File: src/rtl/path_result_streamer.sv
// rtl/path_result_streamer.sv - streams tagged Bellman-Ford result words from output memory
module path_result_streamer #(
   parameter int ADDR_W = 13,
   parameter int DATA_W = 128
) (
   input  logic              clock,
   input  logic              reset,
   input  logic              finish,
   output logic [ADDR_W-1:0] rd_addr,
   output logic              rd_en,
   input  logic [DATA_W-1:0] rd_data,
   output logic              out_valid,
   input  logic              out_ready,
   output logic [15:0]       out_data,
   output logic [7:0]        path_count,
   output logic              busy,
   output logic              done,
   output logic              error
);

   localparam logic [7:0] TAG_DEST   = 8'h01;
   localparam logic [7:0] TAG_WEIGHT = 8'h02;
   localparam logic [7:0] TAG_PREV   = 8'h03;
   localparam logic [7:0] TAG_EOP    = 8'h0E;
   localparam logic [7:0] TAG_EOA    = 8'h0F;

   typedef enum logic [2:0] {
      S_IDLE,
      S_ISSUE,
      S_WAIT,
      S_SEND,
      S_DONE,
      S_ERR
   } state_t;

   state_t      state_q;
   state_t      state_d;
   logic        finish_q;
   logic        armed_q;
   logic        start;
   logic        start_ok;
   logic [7:0]  hold_tag;
   logic [7:0]  hold_val;
   logic [7:0]  wait_tag;
   logic        tag_legal;
   logic        handshake;
   logic        rd_data_unused;

   // Only the tag byte and the value byte of each memory word carry information.
   assign rd_data_unused = ^rd_data;

   // armed_q keeps a finish level held high across reset from looking like a fresh edge:
   // finish must be seen low at least once after reset before a rising edge counts.
   assign start    = finish && !finish_q && armed_q;
   assign start_ok = (state_q == S_IDLE) || (state_q == S_DONE) || (state_q == S_ERR);

   assign wait_tag  = rd_data[127:120];
   assign tag_legal = (wait_tag == TAG_DEST) || (wait_tag == TAG_WEIGHT) ||
                      (wait_tag == TAG_PREV) || (wait_tag == TAG_EOP) ||
                      (wait_tag == TAG_EOA);

   assign handshake = (state_q == S_SEND) && out_ready;

   assign busy     = (state_q == S_ISSUE) || (state_q == S_WAIT) || (state_q == S_SEND);
   assign error    = (state_q == S_ERR);
   assign out_data = out_valid ? {hold_tag, hold_val} : 16'h0000;

   // Finish edge detector and post-reset arming.
   always_ff @(posedge clock or negedge reset) begin
      if (!reset) begin
         finish_q <= 1'b0;
         armed_q  <= 1'b0;
      end else begin
         finish_q <= finish;
         armed_q  <= armed_q || !finish;
      end
   end

   // State register.
   always_ff @(posedge clock or negedge reset) begin
      if (!reset) begin
         state_q <= S_IDLE;
      end else begin
         state_q <= state_d;
      end
   end

   // Next-state and strobe decode; one memory word per ISSUE/WAIT/SEND round.
   always_comb begin
      state_d   = state_q;
      rd_en     = 1'b0;
      out_valid = 1'b0;
      case (state_q)
         S_IDLE, S_DONE, S_ERR: begin
            if (start) begin
               state_d = S_ISSUE;
            end
         end
         S_ISSUE: begin
            rd_en   = 1'b1;
            state_d = S_WAIT;
         end
         S_WAIT: begin
            state_d = tag_legal ? S_SEND : S_ERR;
         end
         S_SEND: begin
            out_valid = 1'b1;
            if (out_ready) begin
               if (hold_tag == TAG_EOA) begin
                  state_d = S_DONE;
               end else if (rd_addr == {ADDR_W{1'b1}}) begin
                  state_d = S_ERR;
               end else begin
                  state_d = S_ISSUE;
               end
            end
         end
         default: begin
            state_d = S_IDLE;
         end
      endcase
   end

   // Holding register for the word returned during WAIT.
   always_ff @(posedge clock or negedge reset) begin
      if (!reset) begin
         hold_tag <= 8'h00;
         hold_val <= 8'h00;
      end else if (state_q == S_WAIT) begin
         hold_tag <= rd_data[127:120];
         hold_val <= rd_data[7:0];
      end
   end

   // Read address advances after each accepted word; it never wraps past the top.
   always_ff @(posedge clock or negedge reset) begin
      if (!reset) begin
         rd_addr <= '0;
      end else if (start && start_ok) begin
         rd_addr <= '0;
      end else if (handshake && (hold_tag != TAG_EOA) && (rd_addr != {ADDR_W{1'b1}})) begin
         rd_addr <= rd_addr + 1'b1;
      end
   end

   // Count accepted end-of-path records, saturating.
   always_ff @(posedge clock or negedge reset) begin
      if (!reset) begin
         path_count <= 8'h00;
      end else if (start && start_ok) begin
         path_count <= 8'h00;
      end else if (handshake && (hold_tag == TAG_EOP) && (path_count != 8'hFF)) begin
         path_count <= path_count + 8'h01;
      end
   end

   // Single-cycle done pulse on the transition into DONE.
   always_ff @(posedge clock or negedge reset) begin
      if (!reset) begin
         done <= 1'b0;
      end else begin
         done <= (state_d == S_DONE) && (state_q != S_DONE);
      end
   end

endmodule

File: config.mk
export PLATFORM = sky130hd
export DESIGN_NAME = path_result_streamer
export DESIGN_NICKNAME = d
export VERILOG_FILES = /design/src/rtl/path_result_streamer.sv
export SDC_FILE = /design/constraint.sdc
export NUM_CORES = 1
export LEC_CHECK = 0
export BUFFER_PORTS_ARGS = -buffer_cell sky130_fd_sc_hd__buf_2
export CELL_PAD_IN_SITES_DETAIL_PLACEMENT = 0
export CELL_PAD_IN_SITES_GLOBAL_PLACEMENT = 1
export CORE_UTILIZATION = 28
export CTS_BUF_LIST = sky130_fd_sc_hd__clkbuf_8
export DETAILED_ROUTE_END_ITERATION = 6
export PLACE_DENSITY_LB_ADDON = 0.1
export SKIP_LAST_GASP = 1
export SLEW_MARGIN = 20
export SYNTH_ARGS = -nofsm -noshare
export SYNTH_HDL_FRONTEND = slang
export SYNTH_SLANG_ARGS = --single-unit
File: constraint.sdc
create_clock -name clock -period 2.2 [get_ports clock]
set_clock_uncertainty 0.15 [all_clocks]
set_input_delay 0.11 -clock clock [delete_from_list [all_inputs] [get_ports clock]]
set_output_delay 0.11 -clock clock [all_outputs]
set_load 0.05 [all_outputs]
==> results.cfg <==
[min_path]
min_path_type = primary input to flop
whs_endpoint = state_q[1]
hold_path_depth = 3
hp-start = out_ready

[setup_path]
reg2reg_to = rd_addr[8]
path_max_fanout = 17
cp-end-kind = primary output
cp-start-kind = flop
r2r-start = hold_tag[1]
worstPathRequired_ns = 1.94
worstSetupPathType = flop to primary output
r2r_slack_ns = 0.22
crit_arrival_ns = 1.80
r2r_cells = 4

[detailed_routing]
routedWlPerCell_um = 13.3
viasPerCell = 4.88
firstDrtPassIters = 4
ant_nets = 0
vias = 2167
drt_iter0_drc = 67
totalWireLength_um = 5910
drc = 0

[layout]
n_antenna_cell = 0
syn_to_final_growth_pct = 33.5
multiInputGateArea_mm2 = 0.00116
final_nets = 477
drive_gt1_frac = 0.272
seq_area_mm2 = 0.00108
n_fill_cell = 828
stdcell_count = 444
utilization = 0.392

[placed_design]
post-place-ws_ns = 0.201
io_buffers = 61
dp_hpwl_um = 4260
globalplace.congestion = 0.695
placed_cells = 420

[grt]
gr-total-overflow = 0
grt_max_degree = 20
grt_usage = 0.149
grt_pass1_wl_um = 10100
first_global_vias = 2056
antenna_found_initial = 0

[timing]
post-route-period-util = 0.936
drv_slew = 0
final-setup-viol-count = 0
finalSetupTns_ns = 0
rsz0062_at_grt = false
hold_viol = 0
fin_crit_ns = 2.06
finalWorstSetupSlack_ns = 0.141
tightestPinTransition_ns = 0.437
max_slew_margin = 0.709
fmax_ghz = 0.486

[synthesis]
synth.distinct_cells = 45
synth.avg_cell_area_um2 = 8.94
synth_nets = 390
yosysSeqAreaShare = 0.470
synth-edff-count = 0
synthCells = 256
async_flop_share = 1.00
syn_area_mm2 = 0.00229
ys_ff_latch = 43
yosysWarnings = 0
synth_ff_type = dfrtp_1

[pwr]
p_switching_mw = 1.10
power_frac_clock = 0.173
seqPwrFrac = 0.420
powerDensity_mw_per_mm2 = 874
leakagePower_nw = 1.48
p_sw_frac = 0.413
p_int_mw = 1.57
ir_drop_uv = 387
power_frac_comb = 0.406

[floorplan]
io_pins = 174
die_h_um = 92.4
dieWidth_um = 92.4
dieArea_mm2 = 0.00854
rows = 32
coreArea_mm2 = 0.00781
start_util = 0.293

[cts]
cts_htree_levels = 2
insertion_delay_ns = 0.29
root_buffer = clkbuf_8
clkTransAtPathRegs_ns = 0.08
clk_path_buf_depth = 2
cts_tree = built
cts_setup_buffers = 0
cts_sinks = 43
cts-buffers-inserted = 5

[run]
cap_violations = 0

[status]
status = finished, final reports clean
-- metrics by stage --
step                      instance area (um2)  total power [mW]  hold WS [ns]
after floorplan                          2300              1.87        -0.336
after global placement                   2780              2.20        -0.113
after detailed placement                 2780              2.21        -0.120
after CTS                                3030              2.70        0.0135
after global routing                     3060              2.89        0.0412
final                                    3060              2.67        0.0251
-- worst max path at each step --
stage                            from      endpoint  slack, ns  cells after the start
after floorplan            rd_addr[8]   rd_addr[11]      0.006                      4
after global placement    hold_tag[6]          done       0.19                      4
after detailed placement  hold_tag[5]          done       0.20                      4
after CTS                  state_q[2]  out_data[15]       0.10                      6
after global routing       state_q[2]   out_data[8]      0.004                      6
final                      state_q[2]   out_data[8]       0.14                      6
-- flip-flops by register name, indices dropped and copies added (netlist names) --
| name | count |
|---|---|
| done | 1 |
| finish_q | 1 |
| rd_addr | 13 |
| path_count | 8 |
| hold_tag | 8 |
| hold_val | 8 |
| armed_q | 1 |
| state_q | 3 |
-- critical path, cell delays in order (launching register included) --
cell      delay [ns]
dfrtp_1         0.40
buf_4           0.16
nand2b_1        0.21
nor2_1          0.15
buf_6           0.18
and2_1          0.14
buf_2           0.26
-- final cells by class --
type / instances / share of cell area
Clock buffer: 5 / 0.0225
Sequential cell: 43 / 0.354
Multi-Input combinational cell: 199 / 0.379
Timing Repair Buffer: 92 / 0.199
Clock inverter: 1 / 0.00123
Tap cell: 102 / 0.0418
Inverter: 2 / 0.00246
-- per-layer routing --
layer	track usage	routed length (um)	vias up
met2	0.238	2750	47
met3	0.0386	310	6
met5	0	0	-
met1	0.201	2780	1034
li1	-	-	1080
met4	0.0352	63	0
-- synth_stat cells, types with 2 or more instances --
master     n  share of area
o31ai_1    7          0.023
inv_1      2         0.0033
nor3_1     2         0.0044
o21ai_0    8          0.017
a21oi_1   13          0.028
and4_1     2         0.0077
or4_1      9          0.030
a21o_1     2         0.0066
ha_1       2          0.011
nand2b_1   6          0.016
nor2_1    13          0.021
and3_1     3         0.0082
nand2_1   62           0.10
buf_2      5          0.011
or3_1      6          0.016
and2_1    17          0.046
dfrtp_1   43           0.47
clkbuf_1   6         0.0098
nand3_1   11          0.024
mux2i_1    6          0.026
a211oi_1   2         0.0066
nor4_1     3         0.0082
nand4_1    4          0.011
-- power groups by stage --
stage	logic, mW	clock network (mW)	registers, mW
after floorplan	0.728	0	1.14
after global routing	1.22	0.521	1.15
after detailed placement	1.07	0	1.14
after global placement	1.06	0	1.14
after CTS	1.09	0.487	1.13
final	1.09	0.463	1.12
-- layout by cell type (no fill, tap or decap), types with 2 or more instances in the layout --
cell and count:
and3_1 3, and4_1 2, dfrtp_2 4, or3_1 6
o21ai_0 8, ha_1 2, nand2b_1 6, nor2_1 13
dlygate4sd3_1 18, dfrtp_1 39, buf_4 12, a21oi_1 13
and2_1 17, nor4_1 3, buf_2 52, o31ai_1 7
inv_1 3, clkbuf_8 5, clkbuf_4 9, or4_1 9
mux2i_1 6, nand3_1 11, a211oi_1 2, nand2_1 62
a21o_1 2, nand4_1 4
-- kinds of logic (layout without fill, tap and decap cells) --
logic type / Yosys count / in the layout / share of synthesized area
AND/OR/NAND/NOR: 149 / 149 / 0.346
AO/OA/AOI/OAI: 40 / 40 / 0.113
flip-flops: 43 / 43 / 0.470
buffers and inverters: 14 / 100 / 0.0262
multiplexers: 6 / 6 / 0.0262
XOR/XNOR: 2 / 2 / 0.00765
adder cells (fa/ha/maj): 2 / 2 / 0.0109
-- what timing repair did --
item,in CTS,in global routing
hold buffers,18,0
hold endpoints to repair,61,0
endpoints found under the setup margin,0,16
gates resized for setup,0,10
Note: power is estimated with default switching activity, not from simulation.
